File: src/rtl/bus_pkg.sv
// rtl/bus_pkg.sv - shared bus select codes and write-side FSM encoding
package bus_pkg;
   localparam int DATA_W = 16;
   localparam int SEL_W  = 4;

   // Also imported by the read mux so both sides decode identical codes.
   localparam logic [SEL_W-1:0] SEL_TP1 = 4'd1;
   localparam logic [SEL_W-1:0] SEL_TP2 = 4'd2;

   localparam logic [0:0] ST_IDLE  = 1'b0;
   localparam logic [0:0] ST_WRITE = 1'b1;
endpackage

File: src/rtl/bus_demux_writer_if.sv
// rtl/bus_demux_writer_if.sv - bus word handshake into the demux writer
interface bus_demux_writer_if;
   import bus_pkg::*;

   logic              in_valid;
   logic              in_ready;
   logic [SEL_W-1:0]  select;
   logic [DATA_W-1:0] data_in;

   modport master (output in_valid, output select, output data_in, input in_ready);
   modport slave  (input in_valid, input select, input data_in, output in_ready);
endinterface

File: src/rtl/bus_demux_writer.sv
// rtl/bus_demux_writer.sv - loads one accepted bus word into TP1 or TP2
module bus_demux_writer
   import bus_pkg::*;
(
   input  logic               clk,
   input  logic               rst,
   bus_demux_writer_if.slave  bus,
   input  logic [1:0]         dest_busy,
   output logic [DATA_W-1:0]  tp1,
   output logic [DATA_W-1:0]  tp2,
   output logic               tp1_load,
   output logic               tp2_load,
   output logic               done,
   output logic               err
);

   logic [0:0]        state_q, state_d;
   logic [SEL_W-1:0]  sel_q, sel_d;
   logic [DATA_W-1:0] data_q, data_d;
   logic [DATA_W-1:0] tp1_q, tp1_d;
   logic [DATA_W-1:0] tp2_q, tp2_d;
   logic              tp1_load_q, tp1_load_d;
   logic              tp2_load_q, tp2_load_d;
   logic              done_q, done_d;
   logic              err_q, err_d;

   assign bus.in_ready = (state_q == ST_IDLE);

   always_comb begin
      state_d    = state_q;
      sel_d      = sel_q;
      data_d     = data_q;
      tp1_d      = tp1_q;
      tp2_d      = tp2_q;
      tp1_load_d = 1'b0;
      tp2_load_d = 1'b0;
      done_d     = 1'b0;
      err_d      = err_q;
      case (state_q)
         ST_IDLE: begin
            if (bus.in_valid) begin
               sel_d   = bus.select;
               data_d  = bus.data_in;
               state_d = ST_WRITE;
            end
         end
         default: begin
            // A busy destination holds the word here indefinitely.
            case (sel_q)
               SEL_TP1: begin
                  if (!dest_busy[0]) begin
                     tp1_d      = data_q;
                     tp1_load_d = 1'b1;
                     done_d     = 1'b1;
                     state_d    = ST_IDLE;
                  end
               end
               SEL_TP2: begin
                  if (!dest_busy[1]) begin
                     tp2_d      = data_q;
                     tp2_load_d = 1'b1;
                     done_d     = 1'b1;
                     state_d    = ST_IDLE;
                  end
               end
               default: begin
                  err_d   = 1'b1;
                  done_d  = 1'b1;
                  state_d = ST_IDLE;
               end
            endcase
         end
      endcase
   end

   always_ff @(posedge clk) begin
      if (rst) begin
         state_q    <= ST_IDLE;
         sel_q      <= '0;
         data_q     <= '0;
         tp1_q      <= '0;
         tp2_q      <= '0;
         tp1_load_q <= 1'b0;
         tp2_load_q <= 1'b0;
         done_q     <= 1'b0;
         err_q      <= 1'b0;
      end else begin
         state_q    <= state_d;
         sel_q      <= sel_d;
         data_q     <= data_d;
         tp1_q      <= tp1_d;
         tp2_q      <= tp2_d;
         tp1_load_q <= tp1_load_d;
         tp2_load_q <= tp2_load_d;
         done_q     <= done_d;
         err_q      <= err_d;
      end
   end

   assign tp1      = tp1_q;
   assign tp2      = tp2_q;
   assign tp1_load = tp1_load_q;
   assign tp2_load = tp2_load_q;
   assign done     = done_q;
   assign err      = err_q;

endmodule

File: src/flat_wrapper.sv
// flat-port wrapper written by rule: the top's interface ports become plain ports
module bus_demux_writer_flat import bus_pkg::*;
  (clk, rst, dest_busy, tp1, tp2, tp1_load, tp2_load, done, err, bus_in_valid, bus_select, bus_data_in, bus_in_ready);
  bus_demux_writer_if bus_i ();
  input  logic clk;
  input  logic rst;
  input  logic [1:0] dest_busy;
  output logic [DATA_W-1:0] tp1;
  output logic [DATA_W-1:0] tp2;
  output logic tp1_load;
  output logic tp2_load;
  output logic done;
  output logic err;
  input wire logic [$bits(bus_i.in_valid)-1:0] bus_in_valid;
  input wire logic [$bits(bus_i.select)-1:0] bus_select;
  input wire logic [$bits(bus_i.data_in)-1:0] bus_data_in;
  output wire logic [$bits(bus_i.in_ready)-1:0] bus_in_ready;
  assign bus_i.in_valid = bus_in_valid;
  assign bus_i.select = bus_select;
  assign bus_i.data_in = bus_data_in;
  assign bus_in_ready = bus_i.in_ready;
  bus_demux_writer u_core (.clk(clk), .rst(rst), .bus(bus_i), .dest_busy(dest_busy), .tp1(tp1), .tp2(tp2), .tp1_load(tp1_load), .tp2_load(tp2_load), .done(done), .err(err));
endmodule
File: config.mk
export PLATFORM = sky130hd
export DESIGN_NAME = bus_demux_writer_flat
export DESIGN_NICKNAME = d
export VERILOG_FILES = /design/src/rtl/bus_pkg.sv /design/src/rtl/bus_demux_writer_if.sv /design/src/rtl/bus_demux_writer.sv /design/src/flat_wrapper.sv
export SDC_FILE = /design/constraint.sdc
export NUM_CORES = 1
export LEC_CHECK = 0
export ABC_CLOCK_PERIOD_IN_PS = 2040
export CAP_MARGIN = 20
export CORE_MARGIN = 1.5
export CORE_UTILIZATION = 30
export CTS_CLUSTER_DIAMETER = 40
export DETAILED_ROUTE_END_ITERATION = 8
export GPL_TIMING_DRIVEN = 1
export PLACE_DENSITY = 0.64
export SLEW_MARGIN = 5
export SYNTH_ARGS = -nofsm -noshare
export SYNTH_HDL_FRONTEND = slang
export SYNTH_SLANG_ARGS = --single-unit
File: constraint.sdc
create_clock -name clk -period 2.04 [get_ports clk]
set_clock_uncertainty 0.05 [all_clocks]
set_input_delay 0.51 -clock clk [delete_from_list [all_inputs] [get_ports clk]]
set_output_delay 0.51 -clock clk [all_outputs]
set_load 0.01 [all_outputs]
==> results list, run 1 <==
- The flow ran to the end, and the final reports show no timing, DRC or antenna violations.
* Path class of the lowest-slack min-delay path: input pin to flip-flop
- At the end of routability-driven placement, the weighted congestion stood at 0.794.
- CTS placed an instance of sky130_fd_sc_hd__clkbuf_8 at the clock tree root.
- Fill cell instance count of the final layout: 730
- Full die area: 8030 sq um
- The via count of the first global-routing pass was 1,855.
* Final global-route overflow total: 0
- Layout area overhead: 39.4%
* Capturing element type of the critical path: output pin
- Post-layout net count: roughly 350
* Max-cap check violation count: 0
- Minimum setup slack after placement: 0.0533 ns
- After synthesis the netlist holds a flip-flop and latch count of 57.
- Worst endpoint required time: 1.48 ns
* Number of clock buffers inserted by TritonCTS: 9
- Final Core Density: 0.432
- Worst-case setup margin in the final layout: 0.159 ns
* Global-route wire length before repair: approximately 9 mm
* Cell Pwr Density: 769 nW/um^2
* Pleak: ~0.0011 uW
- After detailed routing, the number of remaining DRC violations is 0.
* Max Slew Vio Count: 0
* Final-report setup violation count: 0
- Once the clock tree was built, the resizer swapped 0 gates to a different size.
* Via count normalized by instance count: between 4 and 5
- TritonCTS built the clock tree.
- Leaving out fill and tap cells, the most frequent cell in the layout is sky130_fd_sc_hd__clkdlybuf4s50_1.
* Routed Antenna Nets: 0
- After clock tree synthesis, the setup repair step added 0 buffers.
- Count of vias placed by the detailed router: 2,015
* Final period util: 0.922
- Share of post-route cells with drive strength above 1: 0.132
* Number of antenna violations at the first check in global routing: 0
- The clock period could shrink to about 1.9 ns.
* Clock Tree Buf Depth: 2
- For this design, the sink count on the clock tree is 57.
* Core Rows: 31
- The average instance in the mapped netlist occupies 8.65 sq um.
- The initial utilization of the core area, before any placement, comes to 0.310.
- Number of cell instances on the worst register-to-register path: 4
- The cell area that synthesis handed to floorplanning was about 2200 sq um.
- The core region is 7250 sq um.
- Fmax: 532 MHz
- The number of failing hold endpoints at the final stage is 0.
- Critical path fanouts, max: 5
- The clock reaches the later pin of the worst-skew pair after 0.34 ns.
- RSZ-0062 raised after global routing: false
- Routed length per placed instance: 13.3 um
- The worst hold path passes through 2 cells.
- Number of standard cells after synthesis: 260
- Wires add up to 5.66 mm.
- Entering global routing, the biggest net connects 35 pins.
* Number of buffers inserted by port buffering: between 60 and 70
- Synthesized Nets: 285
- Number of diodes: 0
* Initial drt markers: 127
- Count of unique library cells instantiated by Yosys: 24
* Final sum of negative setup slack: 0 ns
- By startpoint and endpoint, the worst setup path is classified as flip-flop to output pin.
- Total routing resource utilization after global routing: 0.151
- The worst setup path is launched from a flip-flop.
* Top library cells by usage in the layout, fill and taps aside: sky130_fd_sc_hd__clkdlybuf4s50_1, sky130_fd_sc_hd__dfxtp_1, sky130_fd_sc_hd__a21oi_1
- VDD sags by at most 0.452 mV.
* Height of the die: 89.6 um
- Headroom to the max-slew limit came out at 0.737.
- Yosys printed 0 warnings.
- Number of levels in the clock H-tree: 3
* Number of hold buffers added after cts: 0
* Share of the yosys chip area belonging to registers: 0.507
- Clock transition at the registers of the reported paths: 0.07 ns
- Detailed Routing Iterations Pass 1: 5
- Num ports: 62
- For the pin with the worst max-slew slack, the measured transition is 0.395 ns.
- Arrival time of data at the critical path endpoint: around 1.3 ns
- Half-perimeter wire length after detailed placement: 3.70 mm
- In this run the horizontal extent of the chip is ~90 um.
cells by family after synthesis:
logic type	count (synthesis)	share of synthesized area
DFF	57	0.507
AOI/OAI and AO/OA	90	0.218
buffers and inverters	27	0.0790
xor gates and xnor gates	1	0.00389
and+or+nand+nor	85	0.192
critical path, cell delays in order (launching register included):
cell	delay (ns)
sky130_fd_sc_hd__dfxtp_1	0.35
sky130_fd_sc_hd__inv_1	0.09
sky130_fd_sc_hd__clkdlybuf4s50_1	0.54
synthesized netlist by cell type:
| master | number | share of area |
|---|---|---|
| sky130_fd_sc_hd__and2b_2 | 1 | 0.0039 |
| sky130_fd_sc_hd__nand2_1 | 40 | 0.067 |
| sky130_fd_sc_hd__o21ai_0 | 17 | 0.038 |
| sky130_fd_sc_hd__or3b_1 | 3 | 0.012 |
| sky130_fd_sc_hd__nor3_1 | 2 | 0.0044 |
| sky130_fd_sc_hd__and3b_2 | 1 | 0.0044 |
| sky130_fd_sc_hd__clkbuf_1 | 10 | 0.017 |
| sky130_fd_sc_hd__buf_8 | 2 | 0.013 |
| sky130_fd_sc_hd__dfxtp_1 | 57 | 0.51 |
| sky130_fd_sc_hd__nor3b_2 | 1 | 0.0056 |
| sky130_fd_sc_hd__nor2b_1 | 1 | 0.0028 |
| sky130_fd_sc_hd__xor2_1 | 1 | 0.0039 |
| sky130_fd_sc_hd__a21oi_1 | 53 | 0.12 |
| sky130_fd_sc_hd__o21ai_2 | 9 | 0.035 |
| sky130_fd_sc_hd__nor2_1 | 1 | 0.0017 |
| sky130_fd_sc_hd__a211o_1 | 1 | 0.0039 |
| sky130_fd_sc_hd__inv_1 | 2 | 0.0033 |
| sky130_fd_sc_hd__buf_2 | 7 | 0.016 |
| sky130_fd_sc_hd__nand2b_1 | 1 | 0.0028 |
| sky130_fd_sc_hd__nor3b_4 | 2 | 0.017 |
| sky130_fd_sc_hd__buf_6 | 6 | 0.030 |
| sky130_fd_sc_hd__o21ai_1 | 9 | 0.020 |
| sky130_fd_sc_hd__o211ai_1 | 1 | 0.0033 |
| sky130_fd_sc_hd__nand3_1 | 32 | 0.071 |
metal layers:
metal	wire [um]	track usage	vias up	share of wire
li1	-	-	1022	-
met1	2700	0.205	921	0.48
met2	2480	0.219	60	0.44
met3	326	0.0347	12	0.058
met4	148	0.0895	0	0.026
met5	0	0	-	0
worst paths after layout:
check | from | to | slack, ns
setup / recovery | u_core.state_q | bus_in_ready | 0.16
hold / removal | rst | u_core.sel_q[2] | 0.35
setup reg to reg | u_core.sel_q[1] | u_core.tp2[6] | 0.49
hold reg to reg | u_core.tp2[7] | u_core.tp2[7] | 0.42
per-stage QoR:
stage | total power, uW | instances | instance area [sq um] | hold WS [ns]
floorplan | 1310 | 260 | 2250 | 0.400
global placement | 1410 | 409 | 2950 | 0.402
detailed placement | 1410 | 409 | 2950 | 0.409
CTS | 2440 | 425 | 3140 | 0.343
global route | 2520 | 425 | 3140 | 0.357
finish | 2410 | 425 | 3140 | 0.353
power breakdown:
group          switching [uW]  internal [uW]  total [uW]
Combinational             118            101         219
Clock                     429            594        1020
Sequential               26.3           1140        1170
flip-flops by register name (all words and copies together), names as in the netlist:
name,cells
u_core.state_q,1
u_core.err,1
u_core.tp1,16
u_core.sel_q,4
u_core.tp2,16
u_core.tp2_load,1
u_core.done,1
u_core.tp1_load,1
u_core.data_q,16
area by class of cell:
class,instances,area [sq um],share of cell area
Clock buffer,13,149,0.0475
Clock inverter,3,40.0,0.0128
Sequential cell,57,1140,0.364
Inverter,2,7.51,0.00239
Multi-Input combinational cell,176,940,0.300
Timing Repair Buffer,75,736,0.235
Tap cell,99,124,0.0395
Power figures use the tool's default switching activity.
==> run 2, diff against run 1 <==
Settings changed: SKIP_CTS_REPAIR_TIMING set to 1.
==> results of run 2 <==
Same layout as run 1: the final DEF is identical, and so are final timing and power.
